**config.mk**
```make
export PLATFORM = sky130hd
export DESIGN_NAME = alu_arbiter
export DESIGN_NICKNAME = d
export VERILOG_FILES = /design/src/rtl/alu_arbiter.sv
export SDC_FILE = /design/constraint.sdc
export NUM_CORES = 1
export LEC_CHECK = 0
export BUFFER_PORTS_ARGS = -buffer_cell sky130_fd_sc_hd__buf_2
export CORE_AREA = 2 2 135 137
export CTS_CLUSTER_SIZE = 10
export DETAILED_ROUTE_END_ITERATION = 16
export DIE_AREA = 0 0 137 139
export HOLD_SLACK_MARGIN = 0.15
export PLACE_DENSITY = 0.54
export SYNTH_ARGS = -nofsm -noshare
export SYNTH_HDL_FRONTEND = slang
export SYNTH_SLANG_ARGS = --single-unit
```
**constraint.sdc**
```tcl
create_clock -name CLK -period 3.51 [get_ports CLK]
set_clock_uncertainty 0.05 [all_clocks]
set_input_delay 0.1755 -clock CLK [delete_from_list [all_inputs] [get_ports CLK]]
set_output_delay 0.1755 -clock CLK [all_outputs]
set_load 0.01 [all_outputs]
```
**src/rtl/alu_arbiter.sv**
```systemverilog
// alu_arbiter: shares one combinational ALU among NREQ requesters with a one-deep tagged response register.
// Round-robin by default; define ALU_ARB_FIXED_PRIO_EN for lowest-index-wins with no pointer flops.
module alu_arbiter #(
  parameter int NREQ = 3,
  parameter int IDW  = 3
) (
  input  logic                CLK,
  input  logic                nRST,
  input  logic [NREQ-1:0]     req_valid,
  output logic [NREQ-1:0]     req_ready,
  input  logic [4*NREQ-1:0]   req_op,
  input  logic [32*NREQ-1:0]  req_a,
  input  logic [32*NREQ-1:0]  req_b,
  output logic [3:0]          aluop,
  output logic [31:0]         portA,
  output logic [31:0]         portB,
  input  logic [31:0]         portOut,
  output logic                rsp_valid,
  output logic [IDW-1:0]      rsp_id,
  output logic [31:0]         rsp_data,
  input  logic                rsp_ready
);
  localparam logic [3:0] ALU_ADD = 4'd3;
  logic           r_valid;
  logic [IDW-1:0] r_id;
  logic [31:0]    r_data;
  logic [IDW-1:0] w_base;
  logic [IDW-1:0] w_gid;
  logic           w_free;
  logic           w_hit;
`ifdef ALU_ARB_FIXED_PRIO_EN
  assign w_base = '0;
`else
  logic [IDW-1:0] r_ptr;
  assign w_base = r_ptr;
  always_ff @(posedge CLK or posedge nRST)
    if (nRST) r_ptr <= '0;
    else if (w_hit) r_ptr <= (w_gid == IDW'(NREQ - 1)) ? '0 : w_gid + 1'b1;
`endif
  assign w_free = !r_valid || rsp_ready;
  // scan from the pointer, wrapping once past NREQ-1
  always_comb begin
    int j;
    j = 0;
    w_hit = 1'b0;
    w_gid = '0;
    for (int k = 0; k < NREQ; k++) begin
      j = int'(w_base) + k;
      if (j >= NREQ) j = j - NREQ;
      if (w_free && !w_hit && |(req_valid & (NREQ'(1) << j))) begin
        w_hit = 1'b1;
        w_gid = IDW'(j);
      end
    end
  end
  assign req_ready = w_hit ? NREQ'(1) << w_gid : '0;
  assign aluop     = w_hit ? 4'(req_op >> (4 * w_gid)) : ALU_ADD;
  assign portA     = w_hit ? 32'(req_a >> (32 * w_gid)) : '0;
  assign portB     = w_hit ? 32'(req_b >> (32 * w_gid)) : '0;
  always_ff @(posedge CLK or posedge nRST)
    if (nRST) begin
      r_valid <= 1'b0;
      r_id    <= '0;
      r_data  <= '0;
    end else if (w_hit) begin
      r_valid <= 1'b1;
      r_id    <= w_gid;
      r_data  <= portOut;
    end else if (rsp_ready) begin
      r_valid <= 1'b0;
    end
  assign rsp_valid = r_valid;
  assign rsp_id    = r_id;
  assign rsp_data  = r_data;
endmodule

```
==> results.md <==
| Quantity | This run | Unit |
| --- | --- | --- |
| Status | complete, but fails checks | - |
| Failing checks | setup timing | - |
| Clock latency on the worst-skew pair | 270 | ps |
| Count of pins on the block boundary | 349 | - |
| Max stage delay cell, worst path | dfrtp_2 | - |
| Max-cap check violation count | 0 | - |
| Share of layout cells above drive strength 1 | 59.0 | % |
| Arr. time, crit path | 3300 | ps |
| Launch point of the worst reg-to-reg path | r_ptr[1] | - |
| Top delay family on crit path | compound AO/OA/AOI/OAI gates | - |
| Core Area | 0.0177 | mm^2 |
| Weighted congestion at the end of routability-driven global placement | 0.888 | - |
| Fraction of post-synthesis cell area in the top cell type by area | 27.5 | % |
| Per-cell via count in the routed design | 4.73 | - |
| Area taken by flip-flops and latches | 980 | um^2 |
| Final max-slew violation count | 0 | - |
| Global-route wire length before repair | 28.2 | mm |
| Maximum cell stage delay along the critical path | 440 | ps |
| Number of distinct standard cells referenced by the synthesized netlist | 56 | - |
| Via count of the first global-routing pass | 5183 | - |
| Kind of critical path | flop to output pin | - |
| Most used flip-flop cell after synthesis | dfrtp_1 | - |
| Clock-pin slew of the registers on the worst-case setup and hold paths | 60 | ps |
| Antenna Violating Nets Remaining | 0 | - |
| Origin of the worst setup path | r_ptr[0] | - |
| Total Die Area | 0.0190 | mm^2 |
| Inserted Clock Buffers | 5 | - |
| Relative slew slack | 65.7 | % |
| DP Area | 0.00581 | mm^2 |
| Max Fanout on Critical Path | 8 | - |
| Hold path start | rsp_data[20] | - |
| Maximum number of pins on one net before global-route repair | 43 | - |
| Worst Tran Pin Value | 515 | ps |
| Number of nets in the layout | 1151 | - |
| Largest cells by area after synthesis | dfrtp_1 (28%), a32oi_1 (15%), nand2_1 (12%), inv_1 (7.2%), o21ai_0 (7.1%) | - |
| Count of warnings emitted by yosys | 0 | - |
| #FFs+latches synth | 39 | - |
| Netlist area before placement | 0.00354 | mm^2 |
| Initial Utilization | 20.1 | % |
| Worst IR drop on VDD | 0.000194 | V |
| Cell leakage power | 4.03 | nW |
| Unrepaired setup endpoints after global routing | yes | - |
| Std-Cell Rows | 49 | - |
| Number of filler cells placed in the layout | 1790 | - |
| Final hold violation count | 0 | - |
| Share of the yosys chip area belonging to registers | 27.5 | % |
| Buffer cell driving the clock tree root | clkbuf_16 | - |
| Sort of element at the start of the critical path | flop | - |
| Worst path buffer plus inverter count | 5 | - |
| H-tree level count | 2 | - |
| Data required time at the worst endpoint | 3280 | ps |
| Placed wire-length estimate after detailed placement | 15.0 | mm |
| Clock tree from TritonCTS | yes | - |
| Total clock sinks | 39 | - |
| Avg Cell Area, Syn | 7.34 | um^2 |
| Routed WL | 20.9 | mm |
| Async S/R FF share, synth | 100 | % |
| Input/output buffers | 348 | - |
| Syn_nets | 733 | - |
| DRC | 0 | - |
| Number of antenna violations at the first check in global routing | 3 | - |
| Setup violations, final | 3 | - |
| Crit path cell chain | buf_6 > ha_4 > or3b_4 > mux2i_4 > mux2i_4 > buf_6 > a32o_2 > a21o_4 > buf_12 > buf_4 > a32oi_2 > o21ai_2 > buf_2 | - |
| Min-Delay Path Class | flop to flop | - |
| Area of all placed cells without fillers | 0.00749 | mm^2 |
| Placed cell count | 1065 | - |
| Crit path capture type | output pin | - |
| Final-layout worst hold slack | 416 | ps |
| Leftover overflow at the end of global routing | 0 | - |
| Routed len/inst | 18.4 | um |
| Routed via count | 5364 | - |
| Iteration-0 DRC Markers | 229 | - |
| Overall routing resource usage | 19.2 | % |
| Max Clock Freq | 283 | MHz |
| Share of the clock period used by the worst path | 101 | % |
| Number of synthesized flops with an enable pin | 0 | - |
| Power per cell area | 167 | mW/mm^2 |
| Detailed Routing Iterations Pass 1 | 5 | - |
| Cell type contributing the most total cell area after synthesis | dfrtp_1 | - |
| Post-route worst setup slack | -19.1 | ps |
| Die span in x | 137 | um |
| Count of non-filler cells in the finished layout | 1133 | - |
| Instance count of the mapped netlist | 483 | - |
| Chip Height | 139 | um |
| Time the worst path needs with I/O delays and setup | 3530 | ps |
| Total area of multi-input combinational cells | 0.00271 | mm^2 |
| Deepest clock path buffer count | 2 | - |
| Relative area change from synthesis to final layout | 111 | % |
-- layer usage --
| layer | routed length, um | track usage (%) | up-vias |
|---|---|---|---|
| met5 | 0 | 0 | - |
| met4 | 531 | 5.53 | 0 |
| met3 | 1380 | 3.18 | 33 |
| met2 | 11000 | 35.3 | 251 |
| met1 | 7960 | 22.4 | 2511 |
| li1 | - | - | 2569 |
-- cells in the final DEF (no fill, tap or decap), types with 6 or more instances in the layout --
cell type	Yosys	layout
a32oi_1	59	36
a32oi_2	0	20
buf_12	0	11
buf_2	14	334
buf_4	4	39
buf_6	6	21
clkbuf_16	0	12
dfrtp_1	39	36
dlygate4sd3_1	0	33
ha_4	0	6
inv_1	68	65
nand2_1	112	110
nand3_1	9	9
o211ai_1	6	6
o21ai_0	50	8
o21ai_1	16	21
o21ai_2	0	28
o21ai_4	0	9
-- what timing repair did --
item,CTS,global route
gates cloned,2,8
setup endpoints to repair,69,68
hold buffers,33,0
buffers inserted,11,7
resized for setup,48,162
hold endpoints to repair,71,0
pin swaps,6,42
-- state kept, by name, indices dropped and copies added, names as in the netlist --
signal,cells
rsp_data,32
rsp_id,3
r_ptr,3
rsp_valid,1
-- power by group --
part / internal (mW) / leakage, nW / switching (mW)
Sequential: 0.450 / 0.529 / 0
Combinational: 0.132 / 3.42 / 0.0946
Clock: 0.407 / 0.0911 / 0.167
Total: 0.989 / 4.03 / 0.262
-- final cells by class --
cell class | count | area share, %
antenna | 2 | 0.0668
clock buffer | 6 | 1.72
clock inverter | 2 | 0.801
inverter | 69 | 3.62
multi-input combinational | 334 | 36.1
sequential | 39 | 13.1
tap | 229 | 3.82
timing repair buffer | 452 | 40.8
-- path summary, 6_finish.rpt --
| check | end | slack (ps) | cells after the start |
|---|---|---|---|
| min in group asynchronous | rsp_data[12] | 520 | 4 |
| max in group asynchronous | r_ptr[1] | 2510 | 4 |
| worst min-delay path | rsp_data[20] | 420 | 2 |
| worst max-delay path | portB[14] | -20 | 13 |
| worst min register to register | rsp_data[20] | 420 | 2 |
| worst max register to register | r_ptr[0] | 620 | 11 |
-- through the flow --
step | util (%) | TNS, ps | worst slack [ps] | power, mW
after global routing | 42.4 | -4870 | -121 | 1.31
after CTS | 37.6 | 0 | 3.08 | 1.25
after global placement | 32.9 | 0 | 18.7 | 0.635
after detailed placement | 32.9 | -60.1 | -44.6 | 0.634
after floorplan | - | 0 | 308 | 0.486
final | 42.4 | -24.3 | -19.1 | 1.25
-- kinds of logic after synthesis --
group / Yosys count / synth area share (%)
adder cells (fa/ha/maj): 8 / 2.82
buffers and inverters: 110 / 14.0
multiplexers: 3 / 0.847
AO/OA/AOI/OAI: 171 / 35.6
XOR/XNOR: 2 / 0.494
AND/OR/NAND/NOR: 150 / 18.7
flip-flops: 39 / 27.5
-- synthesized netlist by cell type, types with 2 or more instances --
master,count
nand2_1,112
inv_1,68
a32oi_1,59
o21ai_0,50
dfrtp_1,39
o21ai_1,16
buf_2,14
clkbuf_1,14
nand3_1,9
ha_1,8
a31oi_1,6
buf_6,6
nor2b_1,6
o211ai_1,6
nor2_1,5
buf_4,4
a21o_1,3
a21oi_1,3
and2_1,3
clkbuf_2,3
mux2i_1,3
nand2b_1,3
o21a_1,3
a221o_1,2
a31o_2,2
a32o_1,2
nor3_1,2
o2111ai_1,2
o211a_1,2
or3_1,2
-- worst reg2reg max path, cell delays in order, from the launching register on --
cell and delay (ps):
dfrtp_2 460, ha_4 190, inv_2 60, ha_4 210
nor4b_4 300, mux2i_2 310, o32ai_4 150, a2111o_1 380
and3_4 220, o211ai_4 150, buf_4 210, o21ai_0 80
Note: power is estimated with default switching activity, not from simulation.
